`src/rtl/pipe_control_unit.sv`:
```
// -----------------------------------------------------------------------------
// pipe_control_unit
// Main decoder plus ID/EX, EX/MEM and MEM/WB control registers for a 5-stage
// RISC-V style pipeline. It also squashes flushed instructions, freezes the
// pipeline on an external stall, and counts illegal opcodes (saturating).
//
// Optional feature: define PIPE_CTRL_HAZARD_DETECT_EN to enable load-use
// hazard detection. With the macro undefined, hazard is tied to 0 and
// id_stall simply follows stall_in.
//
// Ports
//   clk, reset           clock and synchronous active-high reset
//   in_valid, opcode     IF/ID instruction valid flag and instruction[6:0]
//   rs1, rs2, rd         register indices from IF/ID
//   stall_in             external freeze; all stage registers hold
//   flush                squash the instruction currently in ID
//   id_stall             hold PC and IF/ID this cycle
//   ex_*                 ID/EX register outputs
//   mem_*                EX/MEM register outputs
//   wb_*                 MEM/WB register outputs
//   illegal              combinational: valid instruction with unknown opcode
//   illegal_cnt          saturating count of illegal instructions reaching EX
// -----------------------------------------------------------------------------
module pipe_control_unit #(
    parameter int REG_W   = 5,
    parameter int ALUOP_W = 2
) (
    input  logic               clk,
    input  logic               reset,
    input  logic               in_valid,
    input  logic [6:0]         opcode,
    input  logic [REG_W-1:0]   rs1,
    input  logic [REG_W-1:0]   rs2,
    input  logic [REG_W-1:0]   rd,
    input  logic               stall_in,
    input  logic               flush,
    output logic               id_stall,
    output logic               ex_valid,
    output logic               ex_branch,
    output logic               ex_jump,
    output logic               ex_alusrc,
    output logic               ex_memread,
    output logic [ALUOP_W-1:0] ex_aluop,
    output logic [REG_W-1:0]   ex_rd,
    output logic               mem_valid,
    output logic               mem_memread,
    output logic               mem_memwrite,
    output logic               mem_memtoreg,
    output logic               mem_regwrite,
    output logic [REG_W-1:0]   mem_rd,
    output logic               wb_valid,
    output logic               wb_regwrite,
    output logic               wb_memtoreg,
    output logic [REG_W-1:0]   wb_rd,
    output logic               illegal,
    output logic [7:0]         illegal_cnt
);

    localparam logic [6:0] OP_R     = 7'b0110011;
    localparam logic [6:0] OP_LOAD  = 7'b0000011;
    localparam logic [6:0] OP_IALU  = 7'b0010011;
    localparam logic [6:0] OP_STORE = 7'b0100011;
    localparam logic [6:0] OP_BR    = 7'b1100011;
    localparam logic [6:0] OP_JALR  = 7'b1100111;
    localparam logic [6:0] OP_JAL   = 7'b1101111;

    // Decoder outputs
    logic               dec_legal;
    logic               dec_branch, dec_jump, dec_memread, dec_memtoreg;
    logic               dec_memwrite, dec_alusrc, dec_regwrite;
    logic [ALUOP_W-1:0] dec_aluop;
    logic               dec_valid;
    logic               hazard;
    logic               load_idex;

    // ID/EX register, including the bits only needed further down
    logic               ex_valid_reg, ex_branch_reg, ex_jump_reg, ex_alusrc_reg;
    logic               ex_memread_reg, ex_memwrite_reg, ex_memtoreg_reg, ex_regwrite_reg;
    logic [ALUOP_W-1:0] ex_aluop_reg;
    logic [REG_W-1:0]   ex_rd_reg;
    logic               ex_valid_next, ex_branch_next, ex_jump_next, ex_alusrc_next;
    logic               ex_memread_next, ex_memwrite_next, ex_memtoreg_next, ex_regwrite_next;
    logic [ALUOP_W-1:0] ex_aluop_next;
    logic [REG_W-1:0]   ex_rd_next;

    // EX/MEM and MEM/WB registers
    logic               mem_valid_reg, mem_memread_reg, mem_memwrite_reg;
    logic               mem_memtoreg_reg, mem_regwrite_reg;
    logic [REG_W-1:0]   mem_rd_reg;
    logic               wb_valid_reg, wb_regwrite_reg, wb_memtoreg_reg;
    logic [REG_W-1:0]   wb_rd_reg;
    logic [7:0]         illegal_cnt_reg;

    always_comb begin
        dec_legal    = 1'b1;
        dec_branch   = 1'b0;
        dec_jump     = 1'b0;
        dec_memread  = 1'b0;
        dec_memtoreg = 1'b0;
        dec_memwrite = 1'b0;
        dec_alusrc   = 1'b0;
        dec_regwrite = 1'b0;
        dec_aluop    = '0;
        case (opcode)
            OP_R: begin
                dec_regwrite = 1'b1;
                dec_aluop    = ALUOP_W'(2'b10);
            end
            OP_LOAD: begin
                dec_memread  = 1'b1;
                dec_memtoreg = 1'b1;
                dec_alusrc   = 1'b1;
                dec_regwrite = 1'b1;
            end
            OP_IALU: begin
                dec_alusrc   = 1'b1;
                dec_regwrite = 1'b1;
                dec_aluop    = ALUOP_W'(2'b11);
            end
            OP_STORE: begin
                dec_memwrite = 1'b1;
                dec_alusrc   = 1'b1;
            end
            OP_BR: begin
                dec_branch   = 1'b1;
                dec_aluop    = ALUOP_W'(2'b01);
            end
            OP_JALR, OP_JAL: begin
                dec_jump     = 1'b1;
                dec_memtoreg = 1'b1;
                dec_alusrc   = 1'b1;
                dec_regwrite = 1'b1;
            end
            default: dec_legal = 1'b0;
        endcase
    end

    assign illegal   = in_valid & ~dec_legal;
    assign dec_valid = in_valid & dec_legal;

`ifdef PIPE_CTRL_HAZARD_DETECT_EN
    logic uses_rs1, uses_rs2;
    assign uses_rs1 = dec_legal & (opcode != OP_JAL);
    assign uses_rs2 = (opcode == OP_R) | (opcode == OP_STORE) | (opcode == OP_BR);
    // A load still in EX cannot forward its data in time to the next
    // instruction, so that consumer must wait one cycle.
    assign hazard = dec_valid & ex_valid_reg & ex_memread_reg & (ex_rd_reg != '0) &
                    ((uses_rs1 & (rs1 == ex_rd_reg)) | (uses_rs2 & (rs2 == ex_rd_reg)));
`else
    assign hazard = 1'b0;
`endif

    assign id_stall  = stall_in | (hazard & ~flush);
    // Only a legal, unflushed, hazard-free instruction leaves ID; everything
    // else inserts a bubble so no control bit can fire from it.
    assign load_idex = dec_valid & ~flush & ~hazard;

    always_comb begin
        ex_valid_next    = 1'b0;
        ex_branch_next   = 1'b0;
        ex_jump_next     = 1'b0;
        ex_alusrc_next   = 1'b0;
        ex_memread_next  = 1'b0;
        ex_memwrite_next = 1'b0;
        ex_memtoreg_next = 1'b0;
        ex_regwrite_next = 1'b0;
        ex_aluop_next    = '0;
        ex_rd_next       = '0;
        if (load_idex) begin
            ex_valid_next    = 1'b1;
            ex_branch_next   = dec_branch;
            ex_jump_next     = dec_jump;
            ex_alusrc_next   = dec_alusrc;
            ex_memread_next  = dec_memread;
            ex_memwrite_next = dec_memwrite;
            ex_memtoreg_next = dec_memtoreg;
            ex_regwrite_next = dec_regwrite;
            ex_aluop_next    = dec_aluop;
            // rd is meaningless without a register write; keep it 0
            ex_rd_next       = dec_regwrite ? rd : '0;
        end
    end

    always_ff @(posedge clk) begin
        if (reset) begin
            ex_valid_reg     <= 1'b0;
            ex_branch_reg    <= 1'b0;
            ex_jump_reg      <= 1'b0;
            ex_alusrc_reg    <= 1'b0;
            ex_memread_reg   <= 1'b0;
            ex_memwrite_reg  <= 1'b0;
            ex_memtoreg_reg  <= 1'b0;
            ex_regwrite_reg  <= 1'b0;
            ex_aluop_reg     <= '0;
            ex_rd_reg        <= '0;
            mem_valid_reg    <= 1'b0;
            mem_memread_reg  <= 1'b0;
            mem_memwrite_reg <= 1'b0;
            mem_memtoreg_reg <= 1'b0;
            mem_regwrite_reg <= 1'b0;
            mem_rd_reg       <= '0;
            wb_valid_reg     <= 1'b0;
            wb_regwrite_reg  <= 1'b0;
            wb_memtoreg_reg  <= 1'b0;
            wb_rd_reg        <= '0;
            illegal_cnt_reg  <= 8'd0;
        end else if (!stall_in) begin
            ex_valid_reg     <= ex_valid_next;
            ex_branch_reg    <= ex_branch_next;
            ex_jump_reg      <= ex_jump_next;
            ex_alusrc_reg    <= ex_alusrc_next;
            ex_memread_reg   <= ex_memread_next;
            ex_memwrite_reg  <= ex_memwrite_next;
            ex_memtoreg_reg  <= ex_memtoreg_next;
            ex_regwrite_reg  <= ex_regwrite_next;
            ex_aluop_reg     <= ex_aluop_next;
            ex_rd_reg        <= ex_rd_next;
            // Bubbles are all-zero already, so downstream stages copy as-is.
            mem_valid_reg    <= ex_valid_reg;
            mem_memread_reg  <= ex_memread_reg;
            mem_memwrite_reg <= ex_memwrite_reg;
            mem_memtoreg_reg <= ex_memtoreg_reg;
            mem_regwrite_reg <= ex_regwrite_reg;
            mem_rd_reg       <= ex_rd_reg;
            wb_valid_reg     <= mem_valid_reg;
            wb_regwrite_reg  <= mem_regwrite_reg;
            wb_memtoreg_reg  <= mem_memtoreg_reg;
            wb_rd_reg        <= mem_rd_reg;
            // hazard is never raised for an illegal opcode, so only flush
            // can keep an illegal instruction from counting
            if (illegal && !flush && illegal_cnt_reg != 8'hFF)
                illegal_cnt_reg <= illegal_cnt_reg + 8'd1;
        end
    end

    assign ex_valid     = ex_valid_reg;
    assign ex_branch    = ex_branch_reg;
    assign ex_jump      = ex_jump_reg;
    assign ex_alusrc    = ex_alusrc_reg;
    assign ex_memread   = ex_memread_reg;
    assign ex_aluop     = ex_aluop_reg;
    assign ex_rd        = ex_rd_reg;
    assign mem_valid    = mem_valid_reg;
    assign mem_memread  = mem_memread_reg;
    assign mem_memwrite = mem_memwrite_reg;
    assign mem_memtoreg = mem_memtoreg_reg;
    assign mem_regwrite = mem_regwrite_reg;
    assign mem_rd       = mem_rd_reg;
    assign wb_valid     = wb_valid_reg;
    assign wb_regwrite  = wb_regwrite_reg;
    assign wb_memtoreg  = wb_memtoreg_reg;
    assign wb_rd        = wb_rd_reg;
    assign illegal_cnt  = illegal_cnt_reg;

endmodule

```
`config.mk`:
```
export PLATFORM = sky130hd
export DESIGN_NAME = pipe_control_unit
export DESIGN_NICKNAME = d
export VERILOG_FILES = /design/src/rtl/pipe_control_unit.sv
export SDC_FILE = /design/constraint.sdc
export NUM_CORES = 1
export LEC_CHECK = 0
export ABC_AREA = 1
export ABC_CLOCK_PERIOD_IN_PS = 1250
export CAP_MARGIN = 20
export CELL_PAD_IN_SITES_DETAIL_PLACEMENT = 2
export CELL_PAD_IN_SITES_GLOBAL_PLACEMENT = 2
export CORE_ASPECT_RATIO = 2
export CORE_MARGIN = 2
export CORE_UTILIZATION = 21
export CTS_BUF_LIST = sky130_fd_sc_hd__clkbuf_4 sky130_fd_sc_hd__clkbuf_8 sky130_fd_sc_hd__clkbuf_16
export DETAILED_ROUTE_END_ITERATION = 6
export HOLD_SLACK_MARGIN = 0.15
export PLACE_DENSITY = 0.84
export REMOVE_ABC_BUFFERS = 1
export SYNTH_ARGS = -nofsm -noshare
export SYNTH_HDL_FRONTEND = slang
export SYNTH_SLANG_ARGS = --single-unit
export TNS_END_PERCENT = 1
```
`constraint.sdc`:
```
create_clock -name clk -period 1.25 [get_ports clk]
set_input_delay 0.25 -clock clk [delete_from_list [all_inputs] [get_ports clk]]
set_output_delay 0.25 -clock clk [all_outputs]
set_load 0.02 [all_outputs]
```
* Word level (Yosys, flattened, before mapping)
Index checks and enable logic that the tools add are counted.
Storage, ports and cells: flip-flop bits (word level) 41, output and inout bits 40, word-level logic and storage cells 65
Operators by class: bitwise gates (word level) 6, reduce and logical (&&, ||, !) cells 9, multiplexer cells 20, equal/unequal tests 8, $add $sub $neg 1
Operators by type and width (number):
- $eq A7 B7 Y1 const B | 3
- $mux W1 | 16
- $eq A7 B6 Y1 const B | 2
- $mux W5 | 2
- $reduce_or A5 Y1 | 2
- $add A8 B1 Y8 const B | 1
- $ne A8 B8 Y1 const B | 1
- $eq A7 B2 Y1 const B | 1
- $eq A7 B5 Y1 const B | 1
- $reduce_or A7 Y1 | 1
- $pmux W2 S3 | 1
- $and A1 B1 Y1 | 3
- $not A1 Y1 | 3
- $reduce_or A3 Y1 | 1
- $logic_and A1 B1 Y1 | 2
- $mux W2 | 1
- $reduce_and A2 Y1 | 1
- $reduce_or A2 Y1 | 1
- $logic_not A1 Y1 | 1

* Longest topological paths before layout
Gate-level depths: netlist of run 1.
depth in word-level cells 8, depth in mapped cells 10, depth with buffers taken out 10

* Least setup slack after synthesis of run 1
OpenSTA, ideal clock, no wires.
kind register to register, start point reg illegal_cnt_reg[0] (netlist: illegal_cnt[0]), end point reg illegal_cnt_reg[0] (netlist: illegal_cnt[0]), setup slack -0.160 ns, arrival time 1.296 ns, clock period less this slack 1.410 ns, cell stages (with the launch flop) 8, path buffers 0, required time 1.137 ns, path through dfxtp_1 ha_1 nand2_1 nor2_1 nor2_2 nand4_4 nor2_1 nor2_1
On the way: word-level cells in the longest chain between the ends 3, elaborated cells between the ends (all ways) 4, those cells by class 1 x add/sub; 1 x eq/ne; 2 x reduce/logical
Ends and longest elaborated chain:
- start, declared | line 92 | logic [7:0] illegal_cnt_reg;
- start signal, assigned | line 232 | illegal_cnt_reg <= illegal_cnt_reg + 8'd1;
- parallel branches: the longest is 3 deep, another holds $add A8 B1 Y8
Several ways; the timed one is not identified. A chain may end at the register's enable or synchronous reset.

* Worst setup path after layout of run 1
start point reg illegal_cnt_reg[1] (netlist: illegal_cnt[1]), end point reg illegal_cnt_reg[3] (netlist: illegal_cnt[3])
Same word-level chain as after synthesis.

==> out/qor.yml, run 1 <==
wire_per_inst_um: 16.6
maxUsedRoutingLayer: "met4"
grtUsageTotal: 0.159
setup_viol: 9
leakagePower_nw: 1.45
ioPinCount: 67
largest_reg_flops: 8
clockRootBuffer: "clkbuf_16"
drc_errors: 0
crit_path_end_kind: "flop"
syn_area_mm2: 0.00182
antenna_left: 0
dieArea_mm2: 0.00948
met3WireLength_um: 180
grt_overflow: 0
antenna_cells: 0
multi_input_area_mm2: 0.00102
dp_hpwl_mm: 5.37
outcome: "complete, but fails checks"
chipWidth_um: 69.9
worst_pin_slew_ns: 0.357
fin_crit_ns: 1.41
drive_above_1_share: 0.361
seq_area_frac_synth: 0.451
min_path_type: "primary input to flop"
synth-seq-cells: 41
required_ns: 1.47
grt_pass1_wl_mm: 11.9
fmax_ghz: 0.707
path_max_fanout: 4
total_power_mw: 3.42
clockBufferDepth: 2
firstDrtPassIters: 4
drv_cap: 0
synth_warnings: 0
wl_met1_mm: 2.49
violations: "negative setup slack"
core_area_mm2: 0.00853
grt_setup_unrepaired: "yes"
cp-start-kind: "flop"
final_nets: 387
synth_cells: 258
area_growth_pct: 71.4
synth_cell_types: 24
r2r_slack_ns: -0.16
grt_pass1_vias: 2386
fin_crit_sh: 1.13
wirelength_mm: 7.63
register_area_um2: 832
portBuffers: 56
whs_ns: 0.357
peakVddDrop_mv: 0.822
cts_max_level: 2
fin_util: 0.366
cts_tree: "yes"
via_count: 2115
power_density_mw_per_mm2: 1100
maxSlewHeadroom: 0.762
finalSetupTns_ns: -0.927
gp_congestion: 0.841
dr_wl_met2_mm: 4.66
antenna_found_initial: 0
arrival_ns: 1.64
clkTransAtPathRegs_ns: 0.06
drt-vias-per-instance: 4.60
start_util: 0.214
finalHoldViolCount: 0
die_h_um: 136
maxSlewViolCount: 0
worst_slack_ns: -0.164
critPathKind: "flop to flop"
drt_iter0_markers: 69
grt_max_degree: 28
fillers: 973
clkSinkCount: 41
clock_latency_ns: 0.29
fin_skew_ns: 0.00383
cts_inserted_buffers: 5
std_cell_rows: 48
avgSynthCellArea_um2: 7.06
==> layout by cell type, fill, tap and decap left out, drive strengths merged <==
| cell | synthesis | routed |
|---|---|---|
| nor3 | 3 | 3 |
| dlygate4sd2 | 0 | 12 |
| dfxtp | 41 | 41 |
| inv | 27 | 27 |
| o21ai | 18 | 18 |
| buf | 5 | 52 |
| a21oi | 14 | 14 |
| ha | 1 | 1 |
| o21a | 1 | 1 |
| bufinv | 0 | 1 |
| clkinvlp | 0 | 1 |
| dlymetal6s2s | 0 | 1 |
| xor2 | 2 | 2 |
| clkbuf | 5 | 23 |
| nand3 | 12 | 12 |
| nor2 | 66 | 66 |
| nand2 | 51 | 51 |
| nand4 | 12 | 13 |
| clkdlybuf4s15 | 0 | 15 |
| clkdlybuf4s50 | 0 | 6 |
==> worst max-delay path, cell delays in order, from the launching register on <==
cell and delay, ns:
dfxtp_4 0.36, ha_4 0.17, nand2_4 0.07, nor2_4 0.04
nor2_4 0.20, buf_6 0.14, nand4_4 0.10, nand2_1 0.11
nand2_1 0.05, nor2_1 0.10
==> cells in the mapped netlist <==
cell type | instances | area share
nand3_2 | 3 | 0.016
inv_1 | 23 | 0.047
nor3_1 | 3 | 0.0082
ha_1 | 1 | 0.0069
nand2_1 | 48 | 0.099
a21oi_1 | 14 | 0.038
dfxtp_1 | 41 | 0.45
nand4_1 | 10 | 0.034
xor2_1 | 2 | 0.0096
nand4_2 | 1 | 0.0069
buf_1 | 1 | 0.0021
o21a_1 | 1 | 0.0041
clkbuf_1 | 4 | 0.0082
clkbuf_4 | 1 | 0.0041
buf_2 | 3 | 0.0082
o21ai_0 | 18 | 0.049
nand2_2 | 3 | 0.010
nor2_4 | 1 | 0.0062
nor2_1 | 60 | 0.12
nand3_1 | 9 | 0.025
nor2_2 | 5 | 0.017
inv_2 | 4 | 0.0082
buf_4 | 1 | 0.0041
nand4_4 | 1 | 0.012
==> what timing repair did <==
item | 4_1_cts | 5_1_grt
pin swaps | 5 | 17
gates cloned | 0 | 1
setup endpoints to repair | 70 | 49
hold buffers | 0 | 0
buffers inserted | 2 | 5
gates resized for setup | 97 | 82
==> layout make-up <==
class                           instances  area share
Timing Repair Buffer                  103       0.276
Inverter                               27      0.0333
Clock buffer                            6      0.0445
Multi-Input combinational cell        181       0.327
Sequential cell                        41       0.267
Clock inverter                          2      0.0120
Tap cell                              100      0.0401
==> metal layers <==
layer	up-vias	track usage
met3	18	0.0223
li1	1020	-
met4	0	0.0865
met5	-	0
met1	1032	0.145
met2	45	0.324
==> logic make-up (layout without fill, tap and decap cells) <==
| kind of cell | after synthesis | after routing | synth area share |
|---|---|---|---|
| buffers and inverters | 37 | 138 | 0.0824 |
| flip-flops | 41 | 41 | 0.451 |
| adder cells (fa/ha/maj) | 1 | 1 | 0.00687 |
| XOR/XNOR | 2 | 2 | 0.00962 |
| AO/OA/AOI/OAI | 33 | 33 | 0.0920 |
| AND/OR/NAND/NOR | 144 | 145 | 0.359 |
==> power by group <==
part           internal [mW]  switching [mW]
Sequential              1.34          0.0292
Combinational          0.206           0.283
Clock                  0.997           0.562
==> worst paths after layout <==
check | start | to | cells after the start
max | illegal_cnt[1] | illegal_cnt[3] | 9
min | opcode[6] | ex_memread | 4
max reg2reg | illegal_cnt[1] | illegal_cnt[3] | 9
min reg2reg | mem_memwrite | mem_memwrite | 2
==> per-stage QoR <==
step,instance area (um^2),instances,setup WS (ns)
6_report,3120,460,-0.164
5_1_grt,3120,460,-0.234
4_1_cts,2990,454,-0.204
3_5_place_dp,2770,444,-0.935
3_3_place_gp,2770,444,-0.861
2_1_floorplan,1770,248,-0.174
Note: power is estimated with default switching activity, not from simulation.
==> run 2: changes to the inputs <==
--- a/config.mk
+++ b/config.mk
@@ -18,6 +18,7 @@
 export HOLD_SLACK_MARGIN = 0.15
 export PLACE_DENSITY = 0.84
 export REMOVE_ABC_BUFFERS = 1
+export SLEW_MARGIN = 20
 export SYNTH_ARGS = -nofsm -noshare
 export SYNTH_HDL_FRONTEND = slang
 export SYNTH_SLANG_ARGS = --single-unit
==> results of run 2 <==
Final layout, timing and power as in run 1 (identical DEF).
==> run 3: changes to the inputs <==
--- a/config.mk
+++ b/config.mk
@@ -11,7 +11,7 @@
 export CELL_PAD_IN_SITES_DETAIL_PLACEMENT = 2
 export CELL_PAD_IN_SITES_GLOBAL_PLACEMENT = 2
 export CORE_ASPECT_RATIO = 2
-export CORE_MARGIN = 2
+export CORE_MARGIN = 4
 export CORE_UTILIZATION = 21
 export CTS_BUF_LIST = sky130_fd_sc_hd__clkbuf_4 sky130_fd_sc_hd__clkbuf_8 sky130_fd_sc_hd__clkbuf_16
 export DETAILED_ROUTE_END_ITERATION = 6
==> run 3 against run 2 <==
Against the previous run: the run still ends with negative setup slack left; non-clock buffer count shrank 1; largest power group unchanged; critical path type unchanged; largest cell class unchanged; first-iteration DRC count rose by 32%; worst setup slack got worse by 0.026 ns.
==> out/qor.yml, run 3 (synthesized netlist as in run 1, its figures left out) <==
outcome: "complete, but fails checks"
violations: "negative setup slack"
r2r_slack_ns: -0.19
required_ns: 1.47
clkSinkCount: 41
portBuffers: 56
clkTransAtPathRegs_ns: 0.06
min_path_type: "primary input to flop"
cts_tree: "yes"
std_cell_rows: 47
largest_reg_flops: 8
grt_max_degree: 28
path_max_fanout: 6
finalSetupTns_ns: -0.877
gp_congestion: 0.811
min_to: "ex_memread"
drt_iter0_markers: 91
path_depth: 9
grtUsageTotal: 0.155
cp_slowest_stage_delay_ns: 0.34
final_common_cell: "nor2_1"
worst_pin_slew_ns: 0.298
worstPathCellList: "ha_4, nand2_4, nor2_4, nor2_4, buf_6, nand4_1, nand2_1, inv_1, nor2_1"
drt-vias-per-instance: 4.60
cts_max_level: 2
wirelength_mm: 7.90
grt_overflow: 0
cp-start-kind: "flop"
power_density_mw_per_mm2: 1090
path_buf_inv: 2
finalHoldViolCount: 0
dp_hpwl_mm: 5.27
core_area_mm2: 0.00835
fmax_ghz: 0.694
grt_setup_unrepaired: "yes"
clockRootBuffer: "clkbuf_16"
cts_inserted_buffers: 5
antenna_found_initial: 0
placed_area_mm2: 0.00277
clock_latency_ns: 0.29
crit_slowest_cell: "dfxtp_2"
critPathTopFamily: "simple AND/OR/NAND/NOR gates"
fin_crit_ns: 1.44
ioPinCount: 67
reg2reg_to: "illegal_cnt[4]"
clockBufferDepth: 2
via_count: 2103
hold_buffers: 0
grt_pass1_vias: 2385
firstDrtPassIters: 4
setup_viol: 12
grt_pass1_wl_mm: 12.2
antenna_cells: 0
dieArea_mm2: 0.0103
drive_above_1_share: 0.379
crit_path_frequent_cell: "nor2_4"
drc_errors: 0
r2r_start: "illegal_cnt[1]"
maxSlewViolCount: 0
wire_per_inst_um: 17.3
arrival_ns: 1.66
holdPathStages: 4
fin_skew_ns: 0.00491
peakVddDrop_mv: 1.00
start_util: 0.218
critPathKind: "flop to flop"
worst_slack_ns: -0.190
antenna_left: 0
min_from: "opcode[6]"
die_h_um: 140
chipWidth_um: 73.9
drv_cap: 0
final_nets: 386
maxSlewHeadroom: 0.801
leakagePower_nw: 1.45
fin_crit_sh: 1.15
whs_ns: 0.406
area_growth_pct: 72.2
mostFrequentLayoutCells: "nor2_1 (51), nand2_1 (39), buf_4 (36), dfxtp_1 (35), inv_1 (21)"
crit_path_end_kind: "flop"
final_area_mm2: 0.00314
ff2ff_path_depth: 9
-- run 3: cell types whose count changed in the layout (fill, tap and decap cells not counted), sizes merged --
| cell | delta |
|---|---|
| clkbuf | +2 |
| dlygate4sd2 | -2 |
| dlymetal6s2s | -1 |
-- run 3: layer usage --
metal	track usage	routed length (um)	vias to the layer above
li1	-	-	1016
met1	0.153	2840	1030
met2	0.295	4590	41
met3	0.0282	229	16
met4	0.0669	244	0
met5	0	0	-
-- run 3: tightest hold or removal path: stages --
cell and delay [ns]:
buf_2 0.16, nor2_4 0.07, nand4_1 0.11, a21oi_2 0.06
-- run 3: timing repair --
item,4_1_cts,5_1_grt
resized for setup,109,82
setup buffers,3,4
gates cloned,1,0
pin swaps,9,15
setup endpoints to repair,79,51
-- run 3: worst max-delay path by stage --
stage / startpoint / end / slack, ns
6_report: illegal_cnt[1] / illegal_cnt[4] / -0.19
5_1_grt: illegal_cnt[1] / illegal_cnt[4] / -0.26
4_1_cts: illegal_cnt[1] / illegal_cnt[4] / -0.26
3_5_place_dp: opcode[5] / illegal / -0.92
3_3_place_gp: opcode[5] / illegal / -0.88
2_1_floorplan: illegal_cnt[0] / illegal_cnt[0] / -0.17
-- run 3: cell type report --
| cell class | count | area, um^2 |
|---|---|---|
| clock buffers | 6 | 139 |
| clock inverters | 2 | 37.5 |
| fillers | 969 | 5210 |
| inverters | 27 | 106 |
| multi-input cells | 181 | 1050 |
| flip-flops and latches | 41 | 836 |
| well taps | 98 | 123 |
| repair buffers | 102 | 841 |
-- run 3: report_power, final --
part           internal [mW]  leakage [nW]  total [mW]  switching (mW)
clock network          0.997        0.0831        1.55           0.556
registers               1.34         0.338        1.37          0.0295
logic                  0.205          1.03       0.500           0.295
-- run 3: stage by stage --
step	cells	total power [mW]	util	worst slack [ns]
5_1_grt	457	3.59	0.376	-0.259
2_1_floorplan	248	1.58	-	-0.174
6_report	457	3.43	0.376	-0.190
4_1_cts	453	3.46	0.367	-0.262
3_5_place_dp	441	1.88	0.332	-0.919
3_3_place_gp	441	1.86	0.332	-0.876
